File: src/rtl/rr_mux_arb.sv
// N-channel arbitrated mux with valid/ready handshakes, packet locking and a registered output stage.
// Define MUX_ARB_RR_EN for round-robin arbitration; otherwise the lowest-index valid channel wins.
module rr_mux_arb #(
    parameter int WIDTH = 16,
    parameter int N     = 4,
    parameter int SELW  = $clog2(N)
) (
    input  logic               clk,
    input  logic               rst_n,
    input  logic [N*WIDTH-1:0] in_data,
    input  logic [N-1:0]       in_valid,
    input  logic [N-1:0]       in_last,
    output logic [N-1:0]       in_ready,
    output logic [WIDTH-1:0]   out_data,
    output logic [SELW-1:0]    out_sel,
    output logic               out_last,
    output logic               out_valid,
    input  logic               out_ready
);

    typedef enum logic {IDLE, LOCKED} state_t;

    state_t           state_q, state_d;
    logic [SELW-1:0]  lock_ch_q, lock_ch_d;

    logic [WIDTH-1:0] out_data_q;
    logic [SELW-1:0]  out_sel_q;
    logic             out_last_q;
    logic             out_valid_q;

    logic             load;
    logic             gnt_vld;
    logic [SELW-1:0]  gnt_idx;
    logic [WIDTH-1:0] gnt_data;
    logic             gnt_last;
    logic             xfer;

`ifdef MUX_ARB_RR_EN
    localparam logic [SELW-1:0] LAST_CH = SELW'(N - 1);

    logic [SELW-1:0]  ptr_q, ptr_d;

    // Increment with explicit wrap so indices >= N never appear when N is not a power of 2.
    function automatic logic [SELW-1:0] next_ch(input logic [SELW-1:0] c);
        return (c == LAST_CH) ? '0 : c + SELW'(1);
    endfunction
`endif

    assign load = !out_valid_q || out_ready;
    assign xfer = gnt_vld && load;

    always_comb begin
        gnt_vld = 1'b0;
        gnt_idx = '0;
        if (state_q == LOCKED) begin
            gnt_vld = in_valid[lock_ch_q];
            gnt_idx = lock_ch_q;
        end else begin
`ifdef MUX_ARB_RR_EN
            logic [SELW-1:0] cand;
            cand = ptr_q;
            for (int k = 0; k < N; k++) begin
                if (!gnt_vld && in_valid[cand]) begin
                    gnt_vld = 1'b1;
                    gnt_idx = cand;
                end
                cand = next_ch(cand);
            end
`else
            for (int k = N - 1; k >= 0; k--) begin
                if (in_valid[k]) begin
                    gnt_vld = 1'b1;
                    gnt_idx = SELW'(k);
                end
            end
`endif
        end
    end

    always_comb begin
        gnt_data = '0;
        gnt_last = 1'b0;
        for (int k = 0; k < N; k++) begin
            if (gnt_idx == SELW'(k)) begin
                gnt_data = in_data[k*WIDTH +: WIDTH];
                gnt_last = in_last[k];
            end
        end
    end

    // Gated with rst_n so no handshake can complete while reset is held.
    always_comb begin
        in_ready = '0;
        if (xfer && rst_n) begin
            in_ready[gnt_idx] = 1'b1;
        end
    end

    always_comb begin
        state_d   = state_q;
        lock_ch_d = lock_ch_q;
        if (xfer) begin
            if (gnt_last) begin
                state_d = IDLE;
            end else begin
                state_d   = LOCKED;
                lock_ch_d = gnt_idx;
            end
        end
    end

`ifdef MUX_ARB_RR_EN
    always_comb begin
        ptr_d = ptr_q;
        if (xfer && gnt_last) begin
            ptr_d = next_ch(gnt_idx);
        end
    end

    always_ff @(posedge clk or negedge rst_n) begin
        if (!rst_n) begin
            ptr_q <= '0;
        end else begin
            ptr_q <= ptr_d;
        end
    end
`endif

    always_ff @(posedge clk or negedge rst_n) begin
        if (!rst_n) begin
            state_q   <= IDLE;
            lock_ch_q <= '0;
        end else begin
            state_q   <= state_d;
            lock_ch_q <= lock_ch_d;
        end
    end

    always_ff @(posedge clk or negedge rst_n) begin
        if (!rst_n) begin
            out_valid_q <= 1'b0;
            out_data_q  <= '0;
            out_sel_q   <= '0;
            out_last_q  <= 1'b0;
        end else if (load) begin
            out_valid_q <= gnt_vld;
            if (gnt_vld) begin
                out_data_q <= gnt_data;
                out_sel_q  <= gnt_idx;
                out_last_q <= gnt_last;
            end
        end
    end

    assign out_data  = out_data_q;
    assign out_sel   = out_sel_q;
    assign out_last  = out_last_q;
    assign out_valid = out_valid_q;

endmodule
File: config.mk
export PLATFORM = sky130hd
export DESIGN_NAME = rr_mux_arb
export DESIGN_NICKNAME = d
export VERILOG_FILES = /design/src/rtl/rr_mux_arb.sv
export SDC_FILE = /design/constraint.sdc
export NUM_CORES = 1
export LEC_CHECK = 0
export CAP_MARGIN = 10
export CORE_MARGIN = 3
export CORE_UTILIZATION = 42
export CTS_BUF_LIST = sky130_fd_sc_hd__clkbuf_8
export CTS_CLUSTER_SIZE = 28
export DETAILED_ROUTE_END_ITERATION = 8
export GPL_TIMING_DRIVEN = 0
export PLACE_DENSITY = 0.88
export SLEW_MARGIN = 25
export SYNTH_ARGS = -nofsm -noshare
export SYNTH_HDL_FRONTEND = slang
export SYNTH_SLANG_ARGS = --single-unit
File: constraint.sdc
create_clock -name clk -period 4.8 [get_ports clk]
set_clock_uncertainty 0.15 [all_clocks]
set_input_delay 0.48 -clock clk [delete_from_list [all_inputs] [get_ports clk]]
set_output_delay 0.48 -clock clk [all_outputs]
set_load 0.01 [all_outputs]
# After elaboration in Yosys (flattened, before gate mapping)
# Index checks and enable logic that the tools add are counted.
[totals] reg_bits=23 input_bits=75 output_inout_bits=24 word_cells=45
[op_classes] magnitude_cmp=3 n_eq_ne=3 n_mux=24 n_bitwise=1 n_reduce_logical=8
[ops] op="16-bit 2-to-1 mux" count=4
[ops] op="1-bit 2-to-1 mux" count=12
[ops] op="2-bit 2-to-1 mux" count=5
[ops] op="2-bit by 3-bit less-than comparator with 1-bit output, second input constant" count=2
[ops] op="2-bit == test, second input constant" count=2
[ops] op="4-bit 2-to-1 mux" count=1
[ops] op="2-bit AND reduction" count=2
[ops] op="1-bit logical AND" count=3
[ops] op="1-bit binary-select mux with 2-bit select" count=1
[ops] op="1-bit demux with 2-bit select" count=1
[ops] op="2-bit by 1-bit == test with 1-bit output, second input constant" count=1
[ops] op="2-bit by 1-bit >= comparator with 1-bit output, second input constant" count=1
[ops] op="2-bit zero test" count=1
[ops] op="1-bit zero test" count=1
[ops] op="1-bit logical OR" count=1
[ops] op="1-bit NOT" count=1

# Longest topological paths before layout
[depth] depth_word=12 depth_mapped=8

# Worst setup path after synthesis
# OpenSTA, ideal clock, no wires.
[synth_timing] kind="in2out" from="in in_valid[2]" to="out in_ready[1]" arrival_time_ns=1.554 required_ns=4.170 path_slack_ns=2.616 cell_stages=4 path_buffers=1 path_cell_list="nand2b_1 > a211o_1 > clkbuf_1 > nor4_1"
[synth_between] elab_chain_cells=9 elab_cells_between_ends=18
[synth_rtl] item="start: declaration" line_no="11" source="input logic [N-1:0] in_valid,"
[synth_rtl] item="2-bit 2-to-1 mux (3 in series)" line_no="71" source="if (in_valid[k]) begin"
[synth_rtl] item="2-bit 2-to-1 mux" line_no="55" source="if (state_q == LOCKED) begin"
[synth_rtl] item="2-bit by 3-bit less-than comparator with 1-bit output (not written as such) or 2-bit by 1-bit >= comparator with 1-bit output (tied branches)" line_no="95" source="in_ready[gnt_idx] = 1'b1;"
[synth_rtl] item="1-bit logical AND (not written as such)" line_no="95"
[synth_rtl] item="1-bit 2-to-1 mux (not written as such)" line_no="95"
[synth_rtl] item="1-bit demux with 2-bit select" line_no="95"
[synth_rtl] item="4-bit 2-to-1 mux *" line_no="94" source="if (xfer && rst_n) begin"
[synth_rtl] item="end: declaration" line_no="13" source="output logic [N-1:0] in_ready,"
# Every way passes the cells marked *; elsewhere a longest branch is shown, timed or not. The select of a mux whose other input is x is not followed.

# Worst setup path in the final report
[layout_timing] from="in in_valid[1]" to="out in_ready[1]"
[layout_between] elab_chain_cells=8 elab_cells_between_ends=16
[layout_rtl] item="2-bit 2-to-1 mux (2 in series)" line_no="71"
[layout_rtl] item="2-bit 2-to-1 mux" line_no="55"
[layout_rtl] item="2-bit by 3-bit less-than comparator with 1-bit output (not written as such) or 2-bit by 1-bit >= comparator with 1-bit output (tied branches)" line_no="95"
[layout_rtl] item="1-bit logical AND (not written as such)" line_no="95"
[layout_rtl] item="1-bit 2-to-1 mux (not written as such)" line_no="95"
[layout_rtl] item="1-bit demux with 2-bit select" line_no="95"
[layout_rtl] item="4-bit 2-to-1 mux *" line_no="94"
# Marks and branches as above.

==> run metrics <==
Clk pwr share=0.084; CP endpoint kind=primary output; status=complete, no violations; critical path launch point type=input port; post-CTS setup buffers=0; Final #Nets=342; Worst-Skew Late Latency=~0.26 ns; clk root buf=clkbuf_8; met2 Use GR=0.358; most frequent cells in the layout=clkdlybuf4s50_1, nand2_1, dfrtp_1; Reg power frac=0.233; unrepaired setup endpoints after global routing=no; die height=69.0 µm; CTS tree=built; Max Cap Viol=0; Initial DRC Count=85; ranking of synthesized cells by area=dfrtp_1, mux2i_1, a221oi_2; first-pass GRT wire length=8.43 mm; Post-Synthesis Cells=164; I/O pin count=99; ratio of cells with drive above 1 in the final layout=0.139; syn_nets=239; RR Startpoint=state_q; largest net degree at the start of global routing=25; Final Cycle Share=0.699; ys async rst share=1.00; leakage=between 0.001 and 0.0015 µW; Gate power share=0.683; crit-path max FO=10; Port-buffer cells=slightly below 100; met1 track demand over resource=0.281; Worst R2R End=state_q; Synth top area share=0.345; commonest non-fill, non-tap cell in the layout=clkdlybuf4s50_1; Placed Area=between 2000 and 3000 µm²; Max clock buf depth=2; Final ANT Viol Nets=0; Hold Path Class=input port to asynchronous set/reset pin; CORE AREA=between 3000 and 4000 µm²; Num CTS Buffers=3; gr busiest metal=met2; vias in the first global route=about 1,800; R2R Setup Slk=roughly 2.7 ns; area grow syn2layout=64.8%; Switching Share=0.407; initial antenna violation count=0; routed wire length=5.05 mm; die width=69.0 µm; Starting Density=0.446; Resize count post-CTS=0; clk sink count=23; Pwr Density=529 nW/µm²; # diodes=0; Syn Area/Cell=10.2 µm²; Final Hold Vio Count=0; internal power=between 800 and 900 µW; gr usage total=0.213; WS Path Type=input port to primary output; Final setup viols=0; Core Rows=22; fmax=0.298 GHz; clock slew at reported path FFs=0.09 ns; Vias=1,718; P_sw=roughly 590 µW; Req. time, crit path=approximately 4.2 ns; Worst-Margin Slew=0.643 ns; setup_tns=0 ns; Crit. Startpoint=in_valid[1]; Seq/Total Area, Yosys=0.345; number of synthesized flops with an enable pin=0; post-synthesis cell area=1670 µm²; H-tree level count=1; Synth warnings=0; maximum VDD drop=about 0.33 mV; R2R cell count=6; Slew headroom=0.570; Max Slew Vio Count=0; DRC violations left=0; post-DR wirelength/cell=16.1 µm; GRT overflow=0; Yosys cell types=34; Via density=5.47; M3 GR Usage=0.0350; RD Place Congestion=0.786; Final HPWL DP=~4 mm; crit path time final=about 3.4 ns; crit path DAT=2.73 ns; Hold Buf Count CTS=0; iteration count of the initial detailed-routing pass=4; Die Area=4760 µm²; Most used DFF post-synth=dfrtp_1; synthesized flop and latch total=23; fin area=around 2700 µm²; top cell type by total area after synthesis=dfrtp_1
==> critical path: stages <==
cell	delay, ns
clkdlybuf4s50_1	0.53
mux2_4	0.32
or3_4	0.34
nand4_2	0.12
buf_6	0.16
buf_2	0.20
nor4_1	0.08
clkdlybuf4s50_1	0.50
==> per-stage QoR <==
| stage | power, µW | cells | setup WS (ns) | util | hold WS, ns |
|---|---|---|---|---|---|
| 6_report | 1460 | 314 | 1.44 | 0.734 | 0.0394 |
| 5_1_grt | 1560 | 314 | 1.22 | 0.734 | 0.0739 |
| 4_1_cts | 1460 | 314 | 1.44 | 0.734 | 0.0578 |
| 3_5_place_dp | 1340 | 310 | 1.45 | 0.722 | 0.315 |
| 3_3_place_gp | 1320 | 310 | 1.31 | 0.724 | 0.308 |
| 2_1_floorplan | 972 | 164 | 2.62 | - | 0.0344 |
==> logic make-up after synthesis <==
group | after synthesis | share of synthesized area
and+or+nand+nor | 41 | 0.123
buffers and inverters | 17 | 0.0825
muxes | 19 | 0.118
AOI/OAI and AO/OA | 64 | 0.332
DFF | 23 | 0.345
==> flip-flops by register name (all words and copies together) (netlist names) <==
name and flops:
out_sel 2, out_last 1, out_valid 1, out_data 16, state_q 1, lock_ch_q 2
==> area by class of cell <==
| cell class | count | area [µm²] |
|---|---|---|
| multi-input combinational | 124 | 955 |
| inverter | 2 | 7.51 |
| buffer | 15 | 130 |
| timing repair buffer | 98 | 976 |
| clock inverter | 1 | 3.75 |
| fill | 313 | 995 |
| clock buffer | 3 | 41.3 |
| sequential | 23 | 576 |
| tap | 48 | 60.1 |
==> cell usage after synthesis (2+ instances only) <==
| cell type | instances |
|---|---|
| nor2_1 | 2 |
| mux2i_1 | 17 |
| buf_2 | 4 |
| nor2b_1 | 2 |
| a211oi_2 | 2 |
| inv_1 | 2 |
| nand2b_1 | 2 |
| nand2_1 | 23 |
| a21o_1 | 17 |
| buf_4 | 4 |
| nor4_1 | 4 |
| a21oi_1 | 18 |
| a221oi_1 | 6 |
| a221oi_2 | 11 |
| nand3_1 | 2 |
| and2_1 | 2 |
| dfrtp_1 | 23 |
| o21ai_0 | 3 |
| buf_6 | 5 |
==> power groups by stage <==
| stage | combinational [µW] | clock [µW] | sequential [µW] |
|---|---|---|---|
| final | 994 | 123 | 339 |
| after global routing | 1080 | 131 | 350 |
| after global placement | 979 | 0 | 337 |
| after detailed placement | 998 | 0 | 341 |
| after CTS | 1000 | 125 | 338 |
| after floorplan | 598 | 0 | 373 |
==> per-layer routing <==
layer | wire length [µm] | vias up
li1 | - | 828
met1 | 2230 | 815
met2 | 2440 | 67
met3 | 318 | 8
met4 | 68 | 0
met5 | 0 | -
==> worst max-delay path by stage <==
stage	slack, ns	to	cells past startpoint
final	1.44	in_ready[1]	8
after global routing	1.22	in_ready[1]	8
after CTS	1.44	in_ready[1]	8
after detailed placement	1.45	in_ready[1]	8
after global placement	1.31	in_ready[1]	4
after floorplan	2.62	in_ready[1]	4
Note: power is estimated with default switching activity, not from simulation.
